## config.mk

```make
export PLATFORM = sky130hd
export DESIGN_NAME = instruction_sequencer
export DESIGN_NICKNAME = d
export VERILOG_FILES = /design/src/rtl/seq_pkg.sv /design/src/rtl/seq_prog_ram.sv /design/src/rtl/instruction_sequencer.sv
export SDC_FILE = /design/constraint.sdc
export NUM_CORES = 1
export LEC_CHECK = 0
export CAP_MARGIN = 5
export CORE_AREA = 10 10 236 260
export DETAILED_ROUTE_END_ITERATION = 10
export DIE_AREA = 0 0 246 270
export PLACE_DENSITY = 0.66
export SETUP_SLACK_MARGIN = 0.15
export SKIP_LAST_GASP = 1
export SYNTH_ARGS = -nofsm -noshare
export SYNTH_HDL_FRONTEND = slang
export SYNTH_HIERARCHICAL = 1
export SYNTH_SLANG_ARGS = --single-unit
```

## constraint.sdc

```tcl
create_clock -name Clock -period 5.15 [get_ports Clock]
set_input_delay 0.515 -clock Clock [delete_from_list [all_inputs] [get_ports Clock]]
set_output_delay 0.515 -clock Clock [all_outputs]
set_load 0.005 [all_outputs]
```

## src/rtl/seq_pkg.sv

```systemverilog
// Shared constants for the instruction sequencer: FSM state codes, opcode defaults, issue timeout.
package seq_pkg;

   localparam int OPW_DEF = 20;
   localparam logic [OPW_DEF-1:0] HALT_OPCODE_DEF = {OPW_DEF{1'b1}};

   // Number of consecutive Done-high samples (issue edge included) treated as acceptance.
   localparam logic [1:0] ISSUE_TIMEOUT = 2'd2;

   typedef logic [2:0] seqState_t;

   localparam seqState_t S_IDLE      = 3'd0;
   localparam seqState_t S_FETCH     = 3'd1;
   localparam seqState_t S_ISSUE     = 3'd2;
   localparam seqState_t S_WAIT_BUSY = 3'd3;
   localparam seqState_t S_WAIT_DONE = 3'd4;
   localparam seqState_t S_HALT      = 3'd5;

endpackage

```

## src/rtl/seq_prog_ram.sv

```systemverilog
// Program store: DEPTH x OPW RAM, one write port and one registered read port (1-cycle latency).
module seq_prog_ram #(
   parameter int OPW = 20,
   parameter int AW  = 5
) (
   input  logic           Clock,
   input  logic           WrEn,
   input  logic [AW-1:0]  WrAddr,
   input  logic [OPW-1:0] WrData,
   input  logic [AW-1:0]  RdAddr,
   output logic [OPW-1:0] RdData
);

   logic [OPW-1:0] mem [2**AW];

   // Contents deliberately survive reset so a loaded program can be rerun.
   always_ff @(posedge Clock) begin
      if (WrEn) begin
         mem[WrAddr] <= WrData;
      end
      RdData <= mem[RdAddr];
   end

endmodule

```

## src/rtl/instruction_sequencer.sv

```systemverilog
// Fetches opcodes from the program RAM and issues them one at a time to the Excutor.
// Build option: define SEQ_LOOP_EN to wrap Pc to 0 at end of program instead of halting.
module instruction_sequencer
   import seq_pkg::*;
#(
   parameter int             OPW         = OPW_DEF,
   parameter int             AW          = 5,
   parameter logic [OPW-1:0] HALT_OPCODE = {OPW{1'b1}}
) (
   input  logic           Clock,
   input  logic           ResetN,
   input  logic           LoadEn,
   input  logic [AW-1:0]  LoadAddr,
   input  logic [OPW-1:0] LoadData,
   input  logic [AW:0]    ProgLen,
   input  logic           Start,
   input  logic           Stop,
   input  logic           Done,
   output logic [OPW-1:0] OpCode,
   output logic           Issue,
   output logic [AW-1:0]  Pc,
   output logic           Busy,
   output logic           Finished,
   output logic [AW:0]    InstrCount,
   output seqState_t      DbgState
);

   // Issue/Done handshake: Issue is a one-cycle strobe qualifying OpCode; the Excutor accepts by
   // dropping Done and completes by raising it again. Done held high across the issue edge and the
   // following edge means the op finished within the Issue cycle.

   seqState_t      state;
   logic [OPW-1:0] ramData;
   logic           stopReq;
   logic [1:0]     tmoCnt;
   logic           progEnd;
   logic           countSat;
   logic [AW:0]    progLenLast;

   seq_prog_ram #(
      .OPW (OPW),
      .AW  (AW)
   ) progRam (
      .Clock  (Clock),
      .WrEn   (LoadEn && !Busy),
      .WrAddr (LoadAddr),
      .WrData (LoadData),
      .RdAddr (Pc),
      .RdData (ramData)
   );

   assign progLenLast = ProgLen - {{AW{1'b0}}, 1'b1};
   assign progEnd     = ((ProgLen != '0) && ({1'b0, Pc} == progLenLast)) || (Pc == '1);
   assign countSat    = (InstrCount == '1);
   assign DbgState    = state;

   always_ff @(posedge Clock) begin
      if (!ResetN) begin
         state      <= S_IDLE;
         OpCode     <= '0;
         Issue      <= 1'b0;
         Pc         <= '0;
         Busy       <= 1'b0;
         Finished   <= 1'b0;
         InstrCount <= '0;
         stopReq    <= 1'b0;
         tmoCnt     <= '0;
      end else begin
         Issue <= 1'b0;
         if (Busy && Stop) begin
            stopReq <= 1'b1;
         end
         case (state)
            S_IDLE, S_HALT: begin
               if (Start) begin
                  Pc         <= '0;
                  InstrCount <= '0;
                  Busy       <= 1'b1;
                  Finished   <= 1'b0;
                  stopReq    <= 1'b0;
                  state      <= S_FETCH;
               end
            end
            S_FETCH: begin
               state <= S_ISSUE;
            end
            S_ISSUE: begin
               if (ramData == HALT_OPCODE) begin
                  Busy     <= 1'b0;
                  Finished <= 1'b1;
                  stopReq  <= 1'b0;
                  state    <= S_HALT;
               end else begin
                  OpCode <= ramData;
                  Issue  <= 1'b1;
                  if (!countSat) begin
                     InstrCount <= InstrCount + 1'b1;
                  end
                  tmoCnt <= Done ? 2'd1 : 2'd0;
                  state  <= S_WAIT_BUSY;
               end
            end
            S_WAIT_BUSY: begin
               if (!Done || (tmoCnt >= ISSUE_TIMEOUT - 2'd1)) begin
                  state <= S_WAIT_DONE;
               end else begin
                  tmoCnt <= tmoCnt + 2'd1;
               end
            end
            S_WAIT_DONE: begin
               if (Done) begin
                  if (stopReq || Stop) begin
                     Busy     <= 1'b0;
                     Finished <= 1'b1;
                     stopReq  <= 1'b0;
                     state    <= S_HALT;
                  end else if (progEnd) begin
`ifdef SEQ_LOOP_EN
                     Pc    <= '0;
                     state <= S_FETCH;
`else
                     Busy     <= 1'b1 & 1'b0;
                     Finished <= 1'b1;
                     state    <= S_HALT;
`endif
                  end else begin
                     Pc    <= Pc + 1'b1;
                     state <= S_FETCH;
                  end
               end
            end
            default: begin
               state <= S_IDLE;
            end
         endcase
      end
   end

endmodule

```

==> results.cfg, run 1 <==
[die]
initial_utilization = 0.4941
ioPinCount = 74
die_h_um = 270
die_w_um = 246
core_region_area_um2 = 55900
rows = 91
die_area_um2 = 66420

[timing]
final.period_utilization = 0.6223
hold_viol = 0
slew_headroom = 0.2001
worst_pin_slew_ns = 1.199
setup_tns_ns = 0
fin_crit_ns = 3.205
finalSetupViolCount = 0
slew_viol_final = 0
finClkSkew_ns = 0.03015
rsz0062_at_grt = false
worst_hold_slack_ns = 0.4532
worst_slack_ns = 1.945
max_freq_ghz = 0.3120

[placed_design]
dp_hpwl_um = 42170
preCtsSetupSlack_ns = 1.442
portBuffers = 73
place_congestion = 0.8635

[clocking]
clk_pin_slew_worst_paths_ns = 0.06
htree_levels = 3
post-cts-setup-buffer-count = 0
cts-root-buf = clkbuf_16
cts_resized = 0
cts_tree = built
clockBufferDepth = 3
insertion_delay_ns = 0.60
postCtsHoldBufs = 0
cts_buffers = 70
clkSinkCount = 700

[critical_path]
crit_chain = clkdlybuf4s50_1 > nor2b_1 > nand3b_1 > nor2_2
crit_path_end = progRam/mem[2][0]
slowest_delay_ns = 1.19
crit_path_end_kind = flip-flop
reg2reg_depth = 3
critPathLaunchType = input port
reg2reg_slack_ns = 1.98
cp_max_fo = 20
regToRegEndpoint = progRam/mem[2][0]
startpoint = LoadEn
critical_path_arrival_ns = 3.40
cp.required_ns = 5.34
worstReg2RegStart = Busy
slowest_stage = nor2_2
path_class = input port to flip-flop

[global_route]
antenna_found_initial = 4
grt_pass1_wl_um = 98700
grt_remaining_overflow = 0
grt_max_degree = 81
grt.total_usage = 0.2036
grt_pass1_vias = 14320

[yosys]
ys_types = 59
synthesis.area_um2 = 27620
async_flop_share = 0
avgSynthCellArea_um2 = 16.59
synthesis.nets = 1707
ys.flop_type = edfxtp_1
ys_seq_area_frac = 0.7393
synthCells = 1665
yosys_register_bits = 700
synth_edf_count = 640
yosysWarnings = 6

[final_layout]
area_delta_synth_final_pct = 11.89
drive_gt1_frac = 0.1015
nFillCells = 4312
nets = 1778
num_antenna_cells = 0
regArea_um2 = 20420
multiInputGateArea_um2 = 6569

[drt]
wl_per_cell_um = 27.44
dr.pass1.iters = 5
drc = 0
vias = 15100
drt_iter0_markers = 1428
wirelength_um = 69330
ant_nets = 0
via_per_inst = 5.977

[status]
status = finished, final reports clean

[power]
leakagePower_nw = 9.604
power_density_nw_per_um2 = 385.7
ir_worst_vdd_mv = 0.2464

[worst_hold_path]
hold_path.class = flip-flop to flip-flop

[run]
maxCapViolations = 0
[worst max-delay path: cells and delay by family]
family	cells	cell delay [ns]
buffers and inverters	1	0.46
and+or+nand+nor	3	2.39
[how the worst min path moves through the flow]
stage / from / to / cells after the start
final: progRam/RdData[17] / OpCode[17] / 2
after detailed placement: progRam/RdData[17] / OpCode[17] / 2
after global routing: progRam/RdData[9] / OpCode[9] / 2
after floorplan: progRam/RdData[11] / OpCode[11] / 2
after CTS: progRam/RdData[12] / OpCode[12] / 2
after global placement: progRam/RdData[12] / OpCode[12] / 2
[routing by layer]
layer | vias up | wire [µm] | GRT usage
li1 | 6680 | - | -
met1 | 7673 | 27890 | 0.2657
met2 | 629 | 34180 | 0.3336
met4 | 6 | 2426 | 0.08370
met3 | 115 | 4799 | 0.03184
met5 | - | 41 | 0
[metrics by stage]
stage / utilization / power, mW / instance area, µm² / cells
floorplan: - / 7.009 / 27620 / 1665
global placement: 0.5151 / 7.291 / 28800 / 2408
detailed placement: 0.5151 / 7.307 / 28800 / 2408
CTS: 0.5528 / 12.00 / 30900 / 2527
global route: 0.5528 / 12.29 / 30900 / 2527
finish: 0.5528 / 11.92 / 30900 / 2527
[layout by cell type, fill, tap and decap left out, drive strengths merged, types with 21 or more instances in the layout]
cell / instances
nor3: 24
a22oi: 81
nor2: 54
buf: 41
a31oi: 22
nand4: 28
clkbuf: 88
dfxtp: 60
mux2i: 322
clkdlybuf4s50: 53
nand2: 91
a22o: 40
a21oi: 49
clkinv: 25
edfxtp: 640
nand3: 53
a21boi: 21
[kinds of logic (layout without fill, tap and decap cells)]
| family | count (synthesis) | in the layout | synth area share |
|---|---|---|---|
| multiplexers | 322 | 322 | 0.1171 |
| buffers and inverters | 101 | 219 | 0.02659 |
| AND/OR/NAND/NOR | 290 | 290 | 0.05006 |
| flip-flops | 700 | 700 | 0.7393 |
| XOR/XNOR | 11 | 11 | 0.003488 |
| AO/OA/AOI/OAI | 236 | 236 | 0.06116 |
| adder cells (fa/ha/maj) | 5 | 5 | 0.002265 |
[final cells by class]
class                      count  share of cell area
clock buffer                  88             0.06020
clock inverter                31            0.007976
inverter                       6           0.0007288
multi-input combinational    864              0.2126
sequential                   700              0.6609
tap                          744             0.03012
timing repair buffer          94             0.02753
[power by group]
group	internal, mW	switching [mW]	leakage (nW)	total (mW)
logic	0.331	0.520	2.31	0.851
registers	6.27	0.0673	6.26	6.33
clock network	2.74	1.99	1.04	4.73
total	9.34	2.58	9.60	11.9
[synth_stat cells, types with 26 or more instances]
library cell | n | area, µm²
dfxtp_1 | 60 | 1201
a22o_1 | 40 | 350.3
buf_2 | 26 | 130.1
nand3_1 | 53 | 265.3
nand2_1 | 91 | 341.6
nor2_1 | 53 | 198.9
a21oi_1 | 49 | 245.2
nand4_1 | 28 | 175.2
clkbuf_1 | 29 | 108.9
a22oi_1 | 81 | 608.1
mux2i_1 | 321 | 3213
edfxtp_1 | 640 | 19220
[state kept, by name, summed over array words and instances, names as in the netlist]
register,flops
Busy,1
DbgState,3
Finished,1
InstrCount,6
Issue,1
OpCode,20
Pc,5
progRam/RdData,20
progRam/mem,640
stopReq,1
tmoCnt,2
Note: power is estimated with default switching activity, not from simulation.
==> run 2, diff against run 1 <==
--- a/config.mk
+++ b/config.mk
@@ -9,7 +9,7 @@
 export CORE_AREA = 10 10 236 260
 export DETAILED_ROUTE_END_ITERATION = 10
 export DIE_AREA = 0 0 246 270
-export PLACE_DENSITY = 0.66
+export PLACE_DENSITY = 0.69
 export SETUP_SLACK_MARGIN = 0.15
 export SKIP_LAST_GASP = 1
 export SYNTH_ARGS = -nofsm -noshare
==> constraint.sdc (replaced) <==
create_clock -name Clock -period 2.9 [get_ports Clock]
set_input_delay 0.29 -clock Clock [delete_from_list [all_inputs] [get_ports Clock]]
set_output_delay 0.29 -clock Clock [all_outputs]
set_load 0.005 [all_outputs]
==> run 2 against run 1 <==
Register-to-register slack got worse by 1.5 ns. Clock power rose by 86%. Largest cell class unchanged. Highest routed layer unchanged. Cell count rose by 3.0%. Utilization rose by 1.9 points. Sequential share of layout area fell by 2.2 points.
==> results.cfg, run 2 (same netlist as run 1, synthesis figures left out) <==
[clocking]
postCtsHoldBufs = 0
post-cts-setup-buffer-count = 0
cts_resized = 0
htree_levels = 3
clkSinkCount = 700
clk_pin_slew_worst_paths_ns = 0.06
cts_buffers = 70
cts_tree = built
cts-root-buf = clkbuf_16
clockBufferDepth = 3
insertion_delay_ns = 0.60

[status]
status = finished, final reports clean

[critical_path]
crit_chain = nor2_4 > buf_4 > buf_4 > a22oi_1 > nand3_1 > nand3_1
critical_path_arrival_ns = 2.91
path_class = flip-flop to flip-flop
cp_max_fo = 29
slowest_stage = nor2_4
slowest_delay_ns = 0.66
critPathLaunchType = flip-flop
cp.required_ns = 3.35
crit_path_end_kind = flip-flop

[power]
ir_worst_vdd_mv = 0.5698
power_mw = 21.61
p_int_mw = 16.91
power.share.switching = 0.2175
switchingPower_mw = 4.701
leakagePower_nw = 10.07
power_density_nw_per_um2 = 676.3
p_comb_frac = 0.073
seqPwrFrac = 0.519
p_clk_frac = 0.408

[drt]
wl_per_cell_um = 26.05
via_per_inst = 5.937
vias = 15450
wl_met2_um = 32530
wl_met3_um = 5479
ant_nets = 0
wirelength_um = 67800
dr.max_layer_used = met5
drc = 0
drt_iter0_markers = 1607
dr.pass1.iters = 6
wl_met1_um = 27300

[placed_design]
placed_area_um2 = 29720
preCtsSetupSlack_ns = 0.3094
place_congestion = 0.8997
dp_hpwl_um = 41650
portBuffers = 73

[final_layout]
layout_common_cells = 640 x edfxtp_1, 321 x mux2i_1, 91 x nand2_1
largest_register_ffs = 640
top_regs = progRam/mem (640), OpCode (20), progRam/RdData (20)
drive_gt1_frac = 0.1265
final_common_cell = edfxtp_1
fin_area_um2 = 31950
area_delta_synth_final_pct = 15.69
nFillCells = 4212
final_util = 0.5716
top_register = progRam/mem
nets = 1846

[global_route]
grt_pass1_vias = 15240
grt_max_degree = 62
grt_pass1_wl_um = 98970
grt.total_usage = 0.2004
antenna_found_initial = 2
grt_remaining_overflow = 0

[die]
die_w_um = 246
die_area_um2 = 66420
ioPinCount = 74
rows = 91
die_h_um = 270
core_region_area_um2 = 55900
initial_utilization = 0.4941

[timing]
max_freq_ghz = 0.4066
hold_viol = 0
finalSetupViolCount = 0
slew_viol_final = 0
setup_tns_ns = 0
rsz0062_at_grt = false
fin_crit_ns = 2.460
worst_pin_slew_ns = 0.8938
slew_headroom = 0.4041
finClkSkew_ns = 0.01822
final.period_utilization = 0.8481
worst_slack_ns = 0.4404

[run]
maxCapViolations = 0

[worst_hold_path]
hold_path.class = input port to flip-flop
[run 2: cell count changes in the layout (fill, tap and decap cells not counted), sizes merged]
cell / previous run / this run
clkinv: 25 / 21
clkinvlp: 1 / 2
inv: 7 / 8
clkdlybuf4s50: 53 / 66
bufinv: 4 / 5
diode: 0 / 1
buf: 41 / 96
clkbuf: 88 / 96
[run 2: metal layers]
layer / global-route usage / up-vias
met3: 0.03135 / 135
met1: 0.2680 / 7781
met5: 0 / -
met4: 0.08240 / 2
met2: 0.3214 / 716
li1: - / 6819
[run 2: area by class of cell]
type	count	area, µm²	area share
clock buffers	96	1944	0.06085
repair buffers	162	1777	0.05560
flip-flops and latches	700	20420	0.6391
well taps	744	930.9	0.02913
diodes	1	2.502	0.00007831
clock inverters	30	285.3	0.008928
multi-input cells	864	6569	0.2056
inverters	6	22.52	0.0007048
[run 2: power by group through the flow]
stage	registers [mW]	clock network, mW	logic [mW]
floorplan	11.4	0	1.06
global placement	11.4	0	1.56
CTS	11.2	8.94	1.59
finish	11.2	8.82	1.59
global route	11.2	9.34	1.68
detailed placement	11.4	0	1.58
[run 2: final timing paths]
kind | start | endpoint | slack, ns | depth (start not counted)
setup reg to reg | Pc[2] | progRam/RdData[10] | 0.44 | 6
hold / removal | LoadData[18] | progRam/mem[14][18] | 0.36 | 1
setup / recovery | Pc[2] | progRam/RdData[10] | 0.44 | 6
hold reg to reg | OpCode[7] | OpCode[7] | 0.46 | 2
[run 2: critical path: cells and delay by family, from the launching register on]
family          cells  cell delay [ns]
buf+inv             2             0.70
simple gates        3             0.99
flops               1             0.48
compound gates      1             0.10
[run 2: per-stage QoR]
step	hold slack (ns)	cells
after floorplan	0.3889	1665
after global placement	0.4451	2476
after detailed placement	0.4536	2476
after CTS	0.3388	2602
after global routing	0.3697	2602
final	0.3558	2603
==> run 3, diff against run 2 <==
--- a/config.mk
+++ b/config.mk
@@ -9,7 +9,7 @@
 export CORE_AREA = 10 10 236 260
 export DETAILED_ROUTE_END_ITERATION = 10
 export DIE_AREA = 0 0 246 270
-export PLACE_DENSITY = 0.69
+export PLACE_DENSITY = 0.66
 export SETUP_SLACK_MARGIN = 0.15
 export SKIP_LAST_GASP = 1
 export SYNTH_ARGS = -nofsm -noshare
==> constraint.sdc (replaced) <==
create_clock -name Clock -period 2.31 [get_ports Clock]
set_input_delay 0.231 -clock Clock [delete_from_list [all_inputs] [get_ports Clock]]
set_output_delay 0.231 -clock Clock [all_outputs]
set_load 0.005 [all_outputs]
==> run 3 against run 2 <==
Power rose by 26%. Setup slack got worse by 0.22 ns. Sequential share of layout area fell by 0.86 points. Critical path depth did not move. Design area rose by 1.4%. Maximum frequency rose by 18%. Highest routed layer is now met4.
==> results.cfg, run 3 (same netlist as run 1, synthesis figures left out) <==
[status]
status = finished, final reports clean

[drt]
via_per_inst = 5.707
ant_nets = 0
vias = 15100
wl_per_cell_um = 23.13
drt_iter0_markers = 1274
dr.pass1.iters = 5
drc = 0
wirelength_um = 61200

[timing]
fin_crit_ns = 2.089
max_freq_ghz = 0.4788
finClkSkew_ns = 0.01834
final.period_utilization = 0.9042
rsz0062_at_grt = false
worst_pin_slew_ns = 0.5677
slew_headroom = 0.6198
worst_slack_ns = 0.2214
finalSetupViolCount = 0
slew_viol_final = 0
hold_viol = 0

[global_route]
antenna_found_initial = 0
grt_remaining_overflow = 0
grt_pass1_wl_um = 92480
grt_pass1_vias = 15200
grt_max_degree = 47
grt.total_usage = 0.1822

[final_layout]
area_delta_synth_final_pct = 17.29
top_regs = progRam/mem (640), OpCode (20), progRam/RdData (20)
fin_area_um2 = 32400
largest_register_ffs = 640
nFillCells = 4226
num_antenna_cells = 0
layout_common_cells = 640 x edfxtp_1, 321 x mux2i_1, 104 x buf_4
top_register = progRam/mem
final_common_cell = edfxtp_1
final_util = 0.5795
drive_gt1_frac = 0.1509
nets = 1891

[die]
die_h_um = 270
ioPinCount = 74
die_area_um2 = 66420
initial_utilization = 0.4941
die_w_um = 246
rows = 91
core_region_area_um2 = 55900

[power]
ir_worst_vdd_mv = 0.4854
power_density_nw_per_um2 = 842.1
leakagePower_nw = 10.36

[critical_path]
cp.required_ns = 2.76
critical_path_arrival_ns = 2.54
regToRegEndpoint = progRam/RdData[8]
reg2reg_slack_ns = 0.22
crit_path_end = progRam/RdData[8]
startpoint = Pc[2]
crit_path_end_kind = flip-flop
path_class = flip-flop to flip-flop
cp_max_fo = 41
critPathLaunchType = flip-flop
reg2reg_depth = 6
worstReg2RegStart = Pc[2]

[worst_hold_path]
hold_path.class = input port to flip-flop
hold_start = Done

[clocking]
clockBufferDepth = 3
insertion_delay_ns = 0.61
cts_tree = built
postCtsHoldBufs = 0
clkSinkCount = 700
htree_levels = 3
clk_pin_slew_worst_paths_ns = 0.06
cts-root-buf = clkbuf_16
cts_buffers = 69

[placed_design]
portBuffers = 73
dp_hpwl_um = 38850
place_congestion = 0.8146
placed_area_um2 = 30080
preCtsSetupSlack_ns = -0.08685

[run]
maxCapViolations = 0
## run 3: area by class of cell
type	count	area [µm²]	area share
well taps	744	930.9	0.02873
clock inverters	36	375.4	0.01159
flip-flops and latches	700	20430	0.6305
inverters	6	22.52	0.0006952
clock buffers	88	1916	0.05913
multi-input cells	864	6594	0.2035
repair buffers	208	2132	0.06581
## run 3: metal layers
| metal | wire length, µm | track usage | share of wire |
|---|---|---|---|
| met5 | 0 | 0 | 0 |
| met4 | 1003 | 0.05737 | 0.016 |
| met3 | 3690 | 0.03155 | 0.060 |
| met2 | 30520 | 0.3025 | 0.50 |
| met1 | 25980 | 0.2393 | 0.42 |
## run 3: timing repair
item	4_1_cts	5_1_grt
setup buffers	0	0
gates resized for setup	0	6
hold endpoints to repair	0	0
setup endpoints to repair	0	13
## run 3: worst max-delay path, cell delays in order, from the launching register on
cell and delay [ns]:
dfxtp_1 0.51, nor2b_4 0.25, buf_12 0.25, a22o_1 0.20, nor3_1 0.08, a31oi_1 0.45
nand3_1 0.15
## run 3: worst min path at each step
stage	cells after the start	end	slack, ns
6_report	3	tmoCnt[0]	0.36
5_1_grt	3	tmoCnt[0]	0.41
4_1_cts	3	tmoCnt[0]	0.33
3_5_place_dp	2	OpCode[10]	0.45
3_3_place_gp	2	OpCode[17]	0.45
2_1_floorplan	0	progRam/mem[0][0]	0.33
## run 3: where the power goes
group          switching, mW  internal, mW
Combinational           1.08         0.852
Clock                   4.60          6.67
Sequential             0.107          14.0
## run 3: metrics by stage
step / setup TNS (ns) / total power, mW / instances / hold WS, ns
floorplan: -17.55 / 15.63 / 1665 / 0.3299
global placement: -0.09159 / 16.24 / 2522 / 0.4459
detailed placement: -0.2384 / 16.28 / 2522 / 0.4531
CTS: 0 / 27.48 / 2646 / 0.3339
global route: 0 / 28.11 / 2646 / 0.4088
finish: 0 / 27.28 / 2646 / 0.3625
